### src/rtl/uart_pkg.sv
// Shared types and constants for the tick-driven UART transmitter.
// Optional parity support is selected with the UART_TX_PARITY_EN macro.
package uart_pkg;

`ifdef UART_TX_PARITY_EN
  typedef enum logic [2:0] {
    IDLE   = 3'd0,
    SYNC   = 3'd1,
    START  = 3'd2,
    DATA   = 3'd3,
    PARITY = 3'd4,
    STOP   = 3'd5
  } state_t;
  localparam bit PARITY_ON = 1'b1;
`else
  typedef enum logic [2:0] {
    IDLE   = 3'd0,
    SYNC   = 3'd1,
    START  = 3'd2,
    DATA   = 3'd3,
    STOP   = 3'd5
  } state_t;
  localparam bit PARITY_ON = 1'b0;
`endif

  localparam logic LINE_IDLE = 1'b1;

  // Number of tick periods from the first tick after accept until ready returns.
  function automatic int frame_len(input int data_bits, input int stop_bits, input bit parity);
    return 1 + data_bits + (parity ? 1 : 0) + stop_bits;
  endfunction

endpackage

### src/rtl/uart_tx_ticked_if.sv
// Byte handshake between the producer and the UART transmitter.
interface uart_tx_ticked_if #(
  parameter int DATA_BITS = 8
);
  logic [DATA_BITS-1:0] data_in;
  logic                 valid;
  logic                 ready;

  modport master (output data_in, output valid, input ready);
  modport slave  (input data_in, input valid, output ready);
endinterface

### src/rtl/uart_tx_ticked.sv
// UART transmitter whose bit boundaries fall only on externally supplied baud ticks.
// Define UART_TX_PARITY_EN to append an even-parity bit after the data bits.
module uart_tx_ticked
  import uart_pkg::*;
#(
  parameter int DATA_BITS = 8,
  parameter int STOP_BITS = 1
) (
  input  logic               clk,
  input  logic               reset,
  input  logic               tick,
  uart_tx_ticked_if.slave    s,
  output logic               busy,
  output logic               tx
);

  localparam int BW = (DATA_BITS > 1) ? $clog2(DATA_BITS) : 1;
  localparam int SW = (STOP_BITS > 1) ? $clog2(STOP_BITS) : 1;

  state_t                state_q, state_d;
  logic [DATA_BITS-1:0]  shift_q, shift_d;
  logic [BW-1:0]         bit_q, bit_d;
  logic [SW-1:0]         stop_q, stop_d;
  logic                  tx_q, tx_d;
`ifdef UART_TX_PARITY_EN
  logic                  par_q, par_d;
`endif

  always_ff @(posedge clk or negedge reset) begin
    if (!reset) begin
      state_q <= IDLE;
      shift_q <= '0;
      bit_q   <= '0;
      stop_q  <= '0;
      tx_q    <= LINE_IDLE;
`ifdef UART_TX_PARITY_EN
      par_q   <= 1'b0;
`endif
    end else begin
      state_q <= state_d;
      shift_q <= shift_d;
      bit_q   <= bit_d;
      stop_q  <= stop_d;
      tx_q    <= tx_d;
`ifdef UART_TX_PARITY_EN
      par_q   <= par_d;
`endif
    end
  end

  always_comb begin
    state_d = state_q;
    shift_d = shift_q;
    bit_d   = bit_q;
    stop_d  = stop_q;
    tx_d    = tx_q;
`ifdef UART_TX_PARITY_EN
    par_d   = par_q;
`endif
    case (state_q)
      // A tick on the accept edge is deliberately not consumed: SYNC waits for
      // the next one so the start bit lasts a full period.
      IDLE: begin
        tx_d = LINE_IDLE;
        if (s.valid) begin
          shift_d = s.data_in;
`ifdef UART_TX_PARITY_EN
          par_d   = ^s.data_in;
`endif
          state_d = SYNC;
        end
      end
      SYNC: begin
        if (tick) begin
          state_d = START;
          tx_d    = 1'b0;
        end
      end
      START: begin
        if (tick) begin
          state_d = DATA;
          tx_d    = shift_q[0];
          bit_d   = '0;
        end
      end
      DATA: begin
        if (tick) begin
          if (bit_q == BW'(DATA_BITS - 1)) begin
`ifdef UART_TX_PARITY_EN
            state_d = PARITY;
            tx_d    = par_q;
`else
            state_d = STOP;
            tx_d    = LINE_IDLE;
            stop_d  = '0;
`endif
          end else begin
            shift_d = shift_q >> 1;
            tx_d    = shift_q[1];
            bit_d   = bit_q + BW'(1);
          end
        end
      end
`ifdef UART_TX_PARITY_EN
      PARITY: begin
        if (tick) begin
          state_d = STOP;
          tx_d    = LINE_IDLE;
          stop_d  = '0;
        end
      end
`endif
      STOP: begin
        if (tick) begin
          if (stop_q == SW'(STOP_BITS - 1)) begin
            state_d = IDLE;
          end else begin
            stop_d = stop_q + SW'(1);
          end
        end
      end
      default: begin
        state_d = IDLE;
        tx_d    = LINE_IDLE;
      end
    endcase
  end

  assign s.ready = (state_q == IDLE);
  assign busy    = (state_q != IDLE);
  assign tx      = tx_q;

endmodule

### src/flat_wrapper.sv
// flat-port wrapper written by rule: the top's interface ports become plain ports
module uart_tx_ticked_flat import uart_pkg::*;
#(
  parameter int DATA_BITS = 8,
  parameter int STOP_BITS = 1
)
  (clk, reset, tick, busy, tx, s_data_in, s_valid, s_ready);
  uart_tx_ticked_if #(.DATA_BITS(DATA_BITS)) s_i ();
  input  logic clk;
  input  logic reset;
  input  logic tick;
  output logic busy;
  output logic tx;
  input wire logic [$bits(s_i.data_in)-1:0] s_data_in;
  input wire logic [$bits(s_i.valid)-1:0] s_valid;
  output wire logic [$bits(s_i.ready)-1:0] s_ready;
  assign s_i.data_in = s_data_in;
  assign s_i.valid = s_valid;
  assign s_ready = s_i.ready;
  uart_tx_ticked #(.DATA_BITS(DATA_BITS), .STOP_BITS(STOP_BITS)) u_core (.clk(clk), .reset(reset), .tick(tick), .s(s_i), .busy(busy), .tx(tx));
endmodule
### config.mk
export PLATFORM = sky130hd
export DESIGN_NAME = uart_tx_ticked_flat
export DESIGN_NICKNAME = d
export VERILOG_FILES = /design/src/rtl/uart_pkg.sv /design/src/rtl/uart_tx_ticked_if.sv /design/src/rtl/uart_tx_ticked.sv /design/src/flat_wrapper.sv
export SDC_FILE = /design/constraint.sdc
export NUM_CORES = 1
export LEC_CHECK = 0
export CAP_MARGIN = 20
export CORE_MARGIN = 2
export CORE_UTILIZATION = 53
export CTS_BUF_LIST = sky130_fd_sc_hd__clkbuf_4
export CTS_CLUSTER_SIZE = 16
export DETAILED_ROUTE_END_ITERATION = 10
export PLACE_DENSITY = 0.81
export SYNTH_ARGS = -nofsm -noshare
export SYNTH_HDL_FRONTEND = slang
export SYNTH_SLANG_ARGS = --single-unit
### constraint.sdc
create_clock -name clk -period 2.74 [get_ports clk]
set_clock_uncertainty 0.05 [all_clocks]
set_input_delay 0.548 -clock clk [delete_from_list [all_inputs] [get_ports clk]]
set_output_delay 0.548 -clock clk [all_outputs]
set_load 0.02 [all_outputs]
After elaboration in Yosys (flattened, before gate mapping). Index checks and enable logic that the tools add are counted.

$add $sub $neg: 2. Equality and inequality tests: 13. Multiplexer cells: 26. Bitwise operators: 1. Reduce and logical (&&, ||, !) cells: 10.

Operator list (number): $mux 3 (10); $mux 8 (3); $pmux 8 s2 (1); $reduce_and 4->1 (4); $pmux 3 s5 (1); $ne 2x2->1 const B (7); $mux 1 (8); $reduce_and 7->1 (1); $eq 3x2->1 const B (2); $eq 3x3->1 const B (2); $pmux 3 s2 (1); $reduce_bool 2->1 (3); $pmux 1 s4 (1); $add 3x1->3 const B (1); $eq 3x1->1 const B (1); $logic_not 3->1 (1); $reduce_bool 3->1 (1); $ne 2x1->1 const B (1); $pmux 1 s2 (1); $add 1x1->1 const B (1); $not 1->1 (1).

Bits in registers: 16. Bits of input ports: 12. Output and inout bits: 3.

Depth between registers and ports, before layout.
Word-level depth: 4. Gate-level depth with buffers: 6. Mapped depth without buffers: 5.

Least setup slack after synthesis. No wires, ideal clock.

Kind: register to register. From: register u_core.bit_q[0]. To: register u_core.shift_q[0]. Setup time: 0.125 ns. Arrival time: 1.786 ns. Data required time: 2.565 ns. Setup slack: 0.779 ns. Cell stages (with the launch flop): 7. Path buffers: 1. Period minus slack after synthesis: 1.961 ns. Path through: dfrtp_1 -> ha_1 -> ha_1 -> clkbuf_1 -> nand4b_1 -> a21oi_4 -> mux2_2.

Word-level cells in the longest chain between the ends: 3.

RTL lines: start: declaration (line uart_tx_ticked.sv:22) `logic [BW-1:0] bit_q, bit_d;`; start signal: assignment (line uart_tx_ticked.sv:42) `bit_q <= bit_d;`; $eq 3x3->1 (line uart_tx_ticked.sv:88) `if (bit_q == BW'(DATA_BITS - 1)) begin`; $ne 2x2->1 (no line); $reduce_and 4->1 (no line); end signal: assignment (line uart_tx_ticked.sv:41) `shift_q <= shift_d;`; end: declaration (line uart_tx_ticked.sv:21) `logic [DATA_BITS-1:0] shift_q, shift_d;`.

No other way between the ends. A chain may end at the register's enable or synchronous reset.

Worst setup path in the final report.
From: register u_core.state_q[1]. To: output port s_ready.

Word-level cells in the longest chain between the ends: 1.

RTL lines: start: declaration (line uart_tx_ticked.sv:20) `state_t state_q, state_d;`; start signal: assignment (line uart_tx_ticked.sv:40) `state_q <= state_d;`; $logic_not 3->1 (line uart_tx_ticked.sv:129) `assign s.ready = (state_q == IDLE);`; end: declaration (line flat_wrapper.sv:16) `output wire logic [$bits(s_i.ready)-1:0] s_ready;`.

No other way between the ends.

==> out/metrics.cfg <==
[drt]
ant_nets=0
wl_met1_um=677
route.met3.wl_um=61
first_pass_iters=4
num_vias=610
vias_per_cell=5.755
drt_wl_total_um=1402
wl_per_cell_um=13.23
routed.top_layer=met4
route.detailed.drc=0
wl_met2_um=622
drt_iter0_drc=1

[logic_synthesis]
synthArstFlopShare=1.000
syn_area_um2=843.3
synthFlopType=dfrtp_1
synth.distinct_cells=29
synth_area_per_cell_um2=11.24
ys_ff_latch=15
synth.area.top_cells=dfrtp_1 42%, mux2_2 19%, dfstp_2 3.1%
synth_seq_area_share=0.4466
synth_edf_count=0
synthTopCellsByCount=14 x dfrtp_1, 14 x mux2_2, 5 x o21ai_0
ys_warn_count=0
synth_top_area_cell=dfrtp_1
syn_inst=75
syn-num-nets=89
synth_top_area_frac=0.4154

[power_and_ir_drop]
ir_drop_mv=0.4837
p_comb_frac=0.491
switching_share=0.3387
pwr-share-seq=0.380
pwr_density_cell_nw_per_um2=1020
power.switching_uw=353.9
pwr-share-clk=0.129
p_leak_nw=0.4425
p_int_uw=691.0

[hold_path]
hold-path-cell-count=1
worstHoldStart=u_core.shift_q[3]
hold_path_class=reg2reg
hold_path_end=u_core.shift_q[3]

[floorplanning]
die-area_um2=1926
rows=14
die_h_um=43.89
start_util=0.5598
die_w_um=43.89
core_area_um2=1506
ios=15

[critical_path]
cp-end-kind=primary output
arrival_ns=1.88
reg2reg_to=u_core.shift_q[0]
path_max_fanout=13
reg2reg_slack_ns=0.66
rr_startpoint=u_core.bit_q[0]
ff2ff_path_depth=5
crit_type=reg2out
critPathLaunchType=flop
critPathRequiredTime_ns=2.14

[clock_tree]
clkTransAtPathRegs_ns=0.08
cts_buffer_depth=2
cts-hold-fix-buffers=0
htreeDepth=1
postCtsSetupBuffers=0
ctsResizeCount=0
cts_tree=done
cts.sinks=15
cts_made_buffers=3
cts-root-buf=clkbuf_4
worst_skew_pair.late_latency_ns=0.28

[global_route]
antenna_found_initial=0
grt-ovfl-total=0
grt_pass1_wl_um=2304
grt_max_degree=16
track_usage=0.1683
grt_pass1_vias=554

[placement]
portBuffers=14
placedCellCount=102
place_congestion=0.6798
post-dp-hpwl_um=1032
dp_slack_ns=0.4701

[sta]
worstMarginPinSlew_ns=0.6707
relSlewSlack=0.5515
fmax_mhz=403.7
hold_viol=0
finalCritPeriodShare=0.9041
setup_slack_ns=0.2628
fin_setup_tns_ns=0
setup-violations-final=0
rsz0062_at_grt=false
layout_min_cycle_time_ns=2.477
drv_slew=0
holdWs_ns=0.4617

[layout]
n_antenna_cell=0
drive_gt1_frac=0.2556
fin_util=0.6802
final_cells=106
syn_to_final_growth_pct=21.51
nets=105
fill_cells=117

[outcome]
outcome=completed

[flow_run]
cap_viol_max_count=0

==> flip-flops by register name (all words and copies together), names as in the netlist <==
register	count
u_core.bit_q	3
u_core.state_q	3
u_core.tx	1
u_core.shift_q	8
==> power groups by stage <==
stage | logic, mW | clock network (mW) | registers (mW)
CTS | 0.521 | 0.141 | 0.397
floorplan | 0.415 | 0 | 0.384
global route | 0.573 | 0.151 | 0.408
global placement | 0.500 | 0 | 0.394
finish | 0.513 | 0.135 | 0.397
detailed placement | 0.519 | 0 | 0.401
==> worst max path at each step <==
stage,end,from,slack (ns),depth (start not counted)
6_report,s_ready,u_core.state_q[1],0.26,3
5_1_grt,s_ready,u_core.state_q[1],0.18,3
4_1_cts,s_ready,u_core.state_q[1],0.26,3
3_5_place_dp,u_core.shift_q[2],s_valid,0.47,4
3_3_place_gp,u_core.shift_q[6],s_valid,0.52,4
2_1_floorplan,u_core.shift_q[0],u_core.bit_q[0],0.78,6
==> worst max-delay path, stage by stage (launching register included) <==
cell and delay, ns:
dfrtp_1 0.53, or3_1 0.42, inv_1 0.06, clkdlybuf4s50_1 0.59
==> placed cells by master (no fill, tap or decap), drive strengths merged, types with 2 or more instances in the layout <==
cell / n
inv: 3
a22o: 3
clkbuf: 4
ha: 2
nor2b: 3
nand2b: 2
nor2: 3
a21oi: 3
nand3b: 2
mux2: 14
o21ai: 5
clkdlybuf4s50: 14
nand2: 4
dfrtp: 14
==> area by class of cell <==
cell class                      count  area, um^2  area share
Clock buffer                        4       30.03     0.02930
Inverter                            3       11.26     0.01099
Multi-Input combinational cell     53       439.2      0.4286
Sequential cell                    15       376.6      0.3675
Tap cell                           16       20.02     0.01954
Timing Repair Buffer               15       147.6      0.1441
==> per-stage QoR <==
step	instance area (um^2)	power (mW)
finish	1025	1.045
global route	1025	1.132
CTS	1025	1.059
detailed placement	994.7	0.9203
global placement	994.7	0.8938
floorplan	843.3	0.7992
==> per-layer routing <==
layer  track usage  up-vias
li1              -      302
met1        0.2145      287
met2        0.2471       16
met3       0.05000        5
met4        0.1091        0
met5             0        -
==> logic make-up (layout without fill, tap and decap cells) <==
logic type	after synthesis	after routing	share of synthesized area
mux	15	15	0.1988
flops	15	15	0.4466
buf+inv	7	22	0.03263
simple gates	21	21	0.1602
compound gates	15	15	0.1321
fa+ha+maj	2	2	0.02967
Power figures use the tool's default switching activity.
